$ cat src/rtl/load_store_unit.sv
// Load/store sequencer in front of a word-only Memory: sub-word stores are read-modify-write.
// Optional misaligned-access trapping is enabled with `define MISALIGN_TRAP_EN.
module load_store_unit #(
  parameter int N = 32
) (
  input  logic         clk_i,
  input  logic         rst_n_i,
  input  logic         req_valid_i,
  output logic         req_ready_o,
  input  logic         req_write_i,
  input  logic [2:0]   req_funct3_i,
  input  logic [N-1:0] req_addr_i,
  input  logic [N-1:0] req_wdata_i,
  output logic         resp_valid_o,
  output logic [N-1:0] resp_rdata_o,
  output logic         resp_fault_o,
  output logic [N-1:0] mem_address_o,
  output logic [N-1:0] mem_data_write_o,
  output logic         mem_write_enable_o,
  input  logic [N-1:0] mem_data_read_i
);

  typedef enum logic [1:0] {IDLE, ACCESS, MERGE, RESP} state_e;

  state_e       state_q;
  logic [N-1:0] addr_q, wdata_q, rdata_q, dwrite_q;
  logic [2:0]   funct3_q;
  logic         write_q, mis_q, fault_q, we_q, vld_q, ready_q;

  logic         mis_req;
  logic [N-1:0] shifted, load_val, merged;
  logic [15:0]  half_v;

`ifdef MISALIGN_TRAP_EN
  assign mis_req = (req_funct3_i[1:0] == 2'b01 && req_addr_i[0]) ||
                   (req_funct3_i[1] && req_addr_i[1:0] != 2'b00);
`else
  assign mis_req = 1'b0;
`endif

  // Lane extraction and sign/zero extension of the word returned by Memory.
  assign shifted = mem_data_read_i >> {addr_q[1:0], 3'b000};
  assign half_v  = addr_q[1] ? mem_data_read_i[31:16] : mem_data_read_i[15:0];

  always_comb begin
    load_val = mem_data_read_i;
    if (!funct3_q[1]) begin
      if (funct3_q[0])
        load_val = {{16{half_v[15] & ~funct3_q[2]}}, half_v};
      else
        load_val = {{24{shifted[7] & ~funct3_q[2]}}, shifted[7:0]};
    end
  end

  always_comb begin
    merged = mem_data_read_i;
    if (funct3_q[0])
      merged[{addr_q[1], 4'b0000} +: 16] = wdata_q[15:0];
    else
      merged[{addr_q[1:0], 3'b000} +: 8] = wdata_q[7:0];
  end

  always_ff @(posedge clk_i) begin
    if (!rst_n_i) begin
      state_q  <= IDLE;
      addr_q   <= '0;
      wdata_q  <= '0;
      rdata_q  <= '0;
      dwrite_q <= '0;
      funct3_q <= '0;
      write_q  <= 1'b0;
      mis_q    <= 1'b0;
      fault_q  <= 1'b0;
      we_q     <= 1'b0;
      vld_q    <= 1'b0;
      ready_q  <= 1'b1;
    end else begin
      case (state_q)
        IDLE: if (req_valid_i) begin
          addr_q   <= req_addr_i;
          wdata_q  <= req_wdata_i;
          funct3_q <= req_funct3_i;
          write_q  <= req_write_i;
          mis_q    <= mis_req;
          rdata_q  <= '0;
          fault_q  <= 1'b0;
          ready_q  <= 1'b0;
          state_q  <= ACCESS;
          // Word stores need no read, so the write strobe is set up for ACCESS directly.
          if (req_write_i && req_funct3_i[1] && !mis_req) begin
            we_q     <= 1'b1;
            dwrite_q <= req_wdata_i;
          end
        end
        ACCESS: begin
          we_q     <= 1'b0;
          dwrite_q <= '0;
          if (mis_q) begin
            fault_q <= 1'b1;
            vld_q   <= 1'b1;
            state_q <= RESP;
          end else if (!write_q) begin
            rdata_q <= load_val;
            vld_q   <= 1'b1;
            state_q <= RESP;
          end else if (funct3_q[1]) begin
            vld_q   <= 1'b1;
            state_q <= RESP;
          end else begin
            we_q     <= 1'b1;
            dwrite_q <= merged;
            state_q  <= MERGE;
          end
        end
        MERGE: begin
          we_q     <= 1'b0;
          dwrite_q <= '0;
          vld_q    <= 1'b1;
          state_q  <= RESP;
        end
        RESP: begin
          vld_q   <= 1'b0;
          ready_q <= 1'b1;
          state_q <= IDLE;
        end
        default: state_q <= IDLE;
      endcase
    end
  end

  assign req_ready_o        = ready_q;
  assign resp_valid_o       = vld_q;
  assign resp_rdata_o       = rdata_q;
  assign resp_fault_o       = fault_q;
  assign mem_address_o      = {addr_q[N-1:2], 2'b00};
  assign mem_data_write_o   = dwrite_q;
  // Gated by reset so an interrupted read-modify-write never lands.
  assign mem_write_enable_o = we_q & rst_n_i;

endmodule

$ cat config.mk
export PLATFORM = sky130hd
export DESIGN_NAME = load_store_unit
export DESIGN_NICKNAME = d
export VERILOG_FILES = /design/src/rtl/load_store_unit.sv
export SDC_FILE = /design/constraint.sdc
export NUM_CORES = 1
export LEC_CHECK = 0
export BUFFER_PORTS_ARGS = -buffer_cell sky130_fd_sc_hd__buf_2
export CAP_MARGIN = 15
export CORE_ASPECT_RATIO = 0.7
export CORE_MARGIN = 2
export CORE_UTILIZATION = 37
export DETAILED_ROUTE_END_ITERATION = 12
export PLACE_DENSITY = 0.69
export SLEW_MARGIN = 5
export SYNTH_ARGS = -nofsm -noshare
export SYNTH_HDL_FRONTEND = slang
export SYNTH_SLANG_ARGS = --single-unit
export TNS_END_PERCENT = 1
$ cat constraint.sdc
create_clock -name clk_i -period 2.35 [get_ports clk_i]
set_clock_uncertainty 0.1 [all_clocks]
set_input_delay 0 -clock clk_i [delete_from_list [all_inputs] [get_ports clk_i]]
set_output_delay 0 -clock clk_i [all_outputs]
set_load 0.02 [all_outputs]
==> results.yml, run 1 <==
setup_path:
  required_ps: 2550
  crit_slowest_cell: "buf_4"
  startpoint_type: "flip-flop"
  endpoint: "resp_rdata_o[14]"
  path_cells: "buf_4 -> mux2_2 -> a221oi_2 -> nor3b_4 -> a22o_1"
  crit_fanout: 38
  reg2reg_slack_ps: 130
  startpoint: "addr_q[1]"
  crit_path_end_kind: "flip-flop"
  rr_endpoint: "resp_rdata_o[14]"
  crit_type: "reg -> reg"
  r2r_start: "addr_q[1]"
  r2r_cells: 5
  cpPeakStageDelay_ps: 470
  worstPathArrival_ps: 2430
route:
  drc_errors: 0
  wirelength_mm: 22.4
  wl_per_cell_um: 18.6
  dr.first_iter.drc_count: 619
  antenna_left: 0
  avgViaCountPerCell: 5.41
  dr.pass1.iters: 5
  num_vias: 6530
clock_network:
  root_buffer: "clkbuf_16"
  numCtsBuffers: 17
  htree_levels: 4
  cts_num_sinks: 121
  clk_pin_slew_ps: 60
  tritoncts: "done"
  cts.path.max_buffers: 2
  clk_latency_ps: 420
floorplanning:
  initial_utilization_pct: 38.1
  die_h_um: 113
  core_area_um2: 16400
  ioPinCount: 203
  die_x_um: 159
  num_rows: 39
  die_area_um2: 17900
timing:
  relSlewSlack_pct: 58.2
  finalSetupViolations: 0
  rsz0062_at_grt: "true"
  min_period_ps: 2220
  fin_crit_sh_pct: 94.6
  tightest_slew_ps: 627
  fmax_ghz: 0.450
  hold_violations: 0
  finalMaxSlewViolations: 0
synthesis:
  synth_xor_area_share_pct: 0
  synth-simple-area-share_pct: 16.8
  syn_area_per_cell_um2: 8.64
  synth_fa_ha_area_share_pct: 1.80
  async_reset_ff_share_pct: 0
  ys_seq_area_share_pct: 38.8
  synth_cell_types: 53
  synth_compound_area_share_pct: 29.1
  synth_top_family_by_area: "compound AO/OA/AOI/OAI gates"
  netlist_area_um2: 6240
  synth-edff-count: 0
  yosysWarnings: 0
  ys.flop_type: "dfxtp_1"
  synthMuxAreaShare_pct: 3.87
  syn_inst: 722
  yosys_register_bits: 121
finish:
  layout-drive-gt1-share_pct: 28.4
  layout.nets: 1080
  final_cell_area_um2: 8740
  syn2layout_area_growth_pct: 40.1
  post-route-util_pct: 53.3
  n_antenna_cell: 0
power_and_ir_drop:
  p_per_area_nw_per_um2: 1110
  ir_drop_mv: 0.571
  p_leak_nw: 3.66
global_routing:
  grt_overflow: 0
  grt_pass1_wl_mm: 34.7
  grt.total_usage_pct: 24.9
  antenna_found_initial: 0
  grt_pass1_vias: 6119
  grt_max_degree: 50
placed_design:
  portBuffers: 199
  dpl_cell_area_um2: 7150
  dp_hpwl_mm: 15.1
  gp_congestion: 0.883
outcome:
  status: "complete, no violations"
flow_run:
  cap_violations: 0
min_path:
  hp-start: "req_wdata_i[18]"
  hold_path.class: "in -> reg"
## routing by layer
layer	vias up	GRT usage [%]	share of wire, %
met3	42	7.98	11
li1	3064	-	-
met5	-	0	0
met1	3061	36.0	46
met2	363	35.0	41
met4	0	7.76	1.8
## layout make-up
type                    count  area, um2
fillers                  1515       7650
repair buffers            319       2170
clock buffers              17        425
flip-flops and latches    121       2420
well taps                 225        282
multi-input cells         499       3250
inverters                  10       37.5
clock inverters            15        164
## synth_stat cells (all sizes together) (2+ instances only)
| master | count | share of area (%) |
|---|---|---|
| nand2 | 144 | 8.7 |
| dfxtp | 121 | 39 |
| buf | 56 | 6.6 |
| a21boi | 51 | 6.1 |
| o21ai | 45 | 3.7 |
| a21oi | 38 | 3.0 |
| clkbuf | 38 | 2.3 |
| a221o | 32 | 5.1 |
| a32oi | 24 | 3.4 |
| nor2 | 22 | 1.6 |
| nor2b | 21 | 2.1 |
| mux2i | 19 | 3.4 |
| a22o | 15 | 2.1 |
| ha | 9 | 1.8 |
| inv | 9 | 0.54 |
| nor3 | 9 | 0.72 |
| a2111oi | 8 | 1.8 |
| a211oi | 8 | 0.96 |
| or3 | 8 | 0.80 |
| a31oi | 7 | 0.70 |
| o2bb2ai | 7 | 0.98 |
| and2 | 5 | 0.50 |
| a221oi | 2 | 0.38 |
| a32o | 2 | 0.32 |
| and2b | 2 | 0.28 |
| and3 | 2 | 0.20 |
| mux2 | 2 | 0.42 |
| nand2b | 2 | 0.24 |
| nor3b | 2 | 0.42 |
| nor4b | 2 | 0.76 |
## report_power, final
part / switching, mW / total (mW) / internal [mW]
Clock: 1.04 / 2.62 / 1.58
Sequential: 0.378 / 2.96 / 2.58
Combinational: 2.62 / 4.13 / 1.52
## timing repair
action | 4_1_cts | 5_1_grt
resized for setup | 1 | 2
endpoints found under the setup margin | 2 | 26
buffers inserted | 0 | 1
hold buffers | 97 | 0
hold endpoints to repair | 111 | 0
## worst max-delay path, delay by kind of cell (launching register included)
| family | cells | cell delay, ps |
|---|---|---|
| buffers and inverters | 1 | 470 |
| AOI/OAI and AO/OA | 2 | 600 |
| DFF | 1 | 350 |
| muxes | 1 | 470 |
| and+or+nand+nor | 1 | 120 |
## worst min path at each step
stage                     cells after the start                   end  slack (ps)
after floorplan                               2            addr_q[29]          40
after global placement                        3            addr_q[29]         150
after detailed placement                      3            addr_q[29]         150
after CTS                                     4  mem_data_write_o[18]          20
after global routing                          4  mem_data_write_o[19]          40
final                                         4  mem_data_write_o[18]          40
## cells in the final DEF, fill, tap and decap left out, types with 3 or more instances in the layout
cell type | Yosys | final
conb_1 | 1 | 3
a211oi_1 | 8 | 8
a21boi_0 | 51 | 51
a2111oi_2 | 6 | 6
nor3_1 | 9 | 9
ha_1 | 9 | 8
o2bb2ai_1 | 7 | 7
a31oi_1 | 7 | 7
dfxtp_1 | 121 | 121
dlygate4sd3_1 | 0 | 97
and2_1 | 5 | 4
nand2_1 | 144 | 143
o21ai_0 | 44 | 44
a21oi_1 | 38 | 37
nor2_1 | 21 | 21
a22o_1 | 15 | 15
nor2b_1 | 21 | 21
buf_4 | 36 | 19
or3_1 | 8 | 8
clkbuf_16 | 0 | 17
clkinv_4 | 0 | 3
a32oi_1 | 24 | 24
inv_6 | 0 | 6
a221o_1 | 32 | 32
inv_1 | 9 | 9
buf_2 | 12 | 200
mux2i_1 | 17 | 17
## cells by family after synthesis
logic type | after synthesis
compound gates | 243
simple gates | 223
flops | 121
buf+inv | 104
mux | 21
fa+ha+maj | 9
other cells | 1
## state kept, by name, indices dropped and copies added (netlist names)
signal	flops
resp_rdata_o	32
mem_data_write_o	32
addr_q	32
funct3_q	3
we_q	1
write_q	1
state_q	2
resp_valid_o	1
req_ready_o	1
wdata_q	16
## per-stage QoR
stage | setup WS [ps] | hold WS (ps) | instances | total power [mW] | TNS (ps)
detailed placement | 8.21 | 152 | 1076 | 6.88 | 0
CTS | -2.64 | 20.6 | 1205 | 9.66 | -2.64
global route | -12.8 | 42.6 | 1206 | 10.3 | -12.8
finish | 128 | 43.6 | 1206 | 9.71 | 0
global placement | -181 | 149 | 1075 | 6.84 | -1350
floorplan | 276 | 36.0 | 724 | 5.76 | 0
Power figures use the tool's default switching activity.
==> run 2: changes to the inputs <==
--- a/config.mk
+++ b/config.mk
@@ -7,11 +7,14 @@
 export LEC_CHECK = 0
 export BUFFER_PORTS_ARGS = -buffer_cell sky130_fd_sc_hd__buf_2
 export CAP_MARGIN = 15
+export CELL_PAD_IN_SITES_DETAIL_PLACEMENT = 0
+export CELL_PAD_IN_SITES_GLOBAL_PLACEMENT = 2
 export CORE_ASPECT_RATIO = 0.7
 export CORE_MARGIN = 2
-export CORE_UTILIZATION = 37
+export CORE_UTILIZATION = 29
 export DETAILED_ROUTE_END_ITERATION = 12
-export PLACE_DENSITY = 0.69
+export GPL_ROUTABILITY_DRIVEN = 0
+export PLACE_DENSITY = 0.88
 export SLEW_MARGIN = 5
 export SYNTH_ARGS = -nofsm -noshare
 export SYNTH_HDL_FRONTEND = slang
==> results.yml, run 2 (synthesized netlist as in run 1, its figures left out) <==
finish:
  syn2layout_area_growth_pct: 41.5
  final_common_cell: "buf_2"
  post-route-util_pct: 42.2
  layout.nets: 1082
  layout-drive-gt1-share_pct: 28.5
  fin_cells: 1258
  n_antenna_cell: 0
  final_cell_area_um2: 8830
  layout_common_cells: "199 x buf_2, 143 x nand2_1, 121 x dfxtp_1"
flow_run:
  cap_violations: 0
global_routing:
  grt_overflow: 0
  grt_pass1_wl_mm: 34.5
  grt_pass1_vias: 5985
  antenna_found_initial: 1
  grt.total_usage_pct: 19.9
  grt_max_degree: 61
timing:
  timing.setup.tns_ps: 0
  tightest_slew_ps: 575
  finalSetupViolations: 0
  setup_ws_ps: 239
  relSlewSlack_pct: 61.3
  hold_violations: 0
  rsz0062_at_grt: "false"
  min_period_ps: 2110
  fmax_ghz: 0.474
  finalMaxSlewViolations: 0
  fin_crit_sh_pct: 89.8
setup_path:
  cpPeakStageDelay_ps: 520
  rr_endpoint: "resp_rdata_o[20]"
  crit_path_end_kind: "flip-flop"
  worstPathArrival_ps: 2370
  crit_buf_inv: 1
  crit_fanout: 16
  crit_family: "simple AND/OR/NAND/NOR gates"
  crit_slowest_cell: "and2_1"
  startpoint: "state_q[0]"
  required_ps: 2610
  crit_type: "reg -> reg"
  r2r_cells: 6
  startpoint_type: "flip-flop"
  r2r_start: "state_q[0]"
  path_cells: "inv_1 -> ha_1 -> nand2b_2 -> and3_1 -> and2_1 -> a221o_1"
  reg2reg_slack_ps: 240
clock_network:
  tritoncts: "done"
  clk_pin_slew_ps: 60
  post_cts_resize_count: 0
  root_buffer: "clkbuf_16"
  cts_setup_buffers: 0
  cts.path.max_buffers: 2
  clk_latency_ps: 420
  cts_hold_buf: 95
  cts_num_sinks: 121
  htree_levels: 4
  numCtsBuffers: 17
route:
  antenna_left: 0
  dr_wl_met3_mm: 1.62
  dr.pass1.iters: 5
  avgViaCountPerCell: 5.01
  dr.first_iter.drc_count: 461
  wirelength_mm: 22.7
  drc_errors: 0
  num_vias: 6306
  wl_met2_mm: 9.53
  wl_per_cell_um: 18.0
  drt-met1-wl_mm: 11.3
  top_layer_used: "met5"
placed_design:
  place_inst: 1132
  dp_hpwl_mm: 16.1
  portBuffers: 199
  pre_cts_ws_ps: 314
  dpl_cell_area_um2: 7280
outcome:
  status: "complete, no violations"
min_path:
  min_to: "mem_data_write_o[19]"
  hp-start: "req_wdata_i[19]"
  hold_depth: 4
  hold_path.class: "in -> reg"
floorplanning:
  initial_utilization_pct: 29.8
  die_h_um: 127
  ioPinCount: 203
  num_rows: 44
  die_x_um: 179
  core_area_um2: 20900
  die_area_um2: 22700
power_and_ir_drop:
  p_leak_nw: 3.68
  ir_drop_mv: 0.541
  p_per_area_nw_per_um2: 1110
[run 2: worst max-delay path by stage]
stage | to | cells past startpoint
after floorplan | mem_data_write_o[15] | 8
after global placement | resp_rdata_o[27] | 6
after detailed placement | resp_rdata_o[31] | 6
after CTS | resp_rdata_o[20] | 6
after global routing | mem_data_write_o[17] | 6
final | resp_rdata_o[20] | 6
[run 2: worst min-delay path: stages]
cell and delay [ps]:
buf_2 90, nor2b_1 130, nor3_1 180, a2111oi_2 70
[run 2: metrics by stage]
stage	hold WS, ps	power (mW)
finish	11.5	9.83
global route	26.9	10.4
CTS	1.40	9.89
detailed placement	147	7.03
global placement	144	7.00
floorplan	36.0	5.76
[run 2: per-layer routing]
| layer | up-vias | global-route usage (%) |
|---|---|---|
| met5 | - | 0 |
| met4 | 2 | 5.36 |
| met3 | 23 | 4.98 |
| met2 | 231 | 28.8 |
| met1 | 2982 | 29.0 |
| li1 | 3068 | - |
[run 2: report_power, final]
group | internal [mW] | switching (mW)
logic | 1.55 | 2.63
clock network | 1.67 | 1.04
registers | 2.58 | 0.359
total | 5.80 | 4.03
[run 2: area by class of cell]
class	instances	area, um2
inverter	10	37.5
fill	2133	12100
sequential	121	2420
clock inverter	14	175
timing repair buffer	321	2190
clock buffer	17	425
multi-input combinational	499	3240
tap	276	345
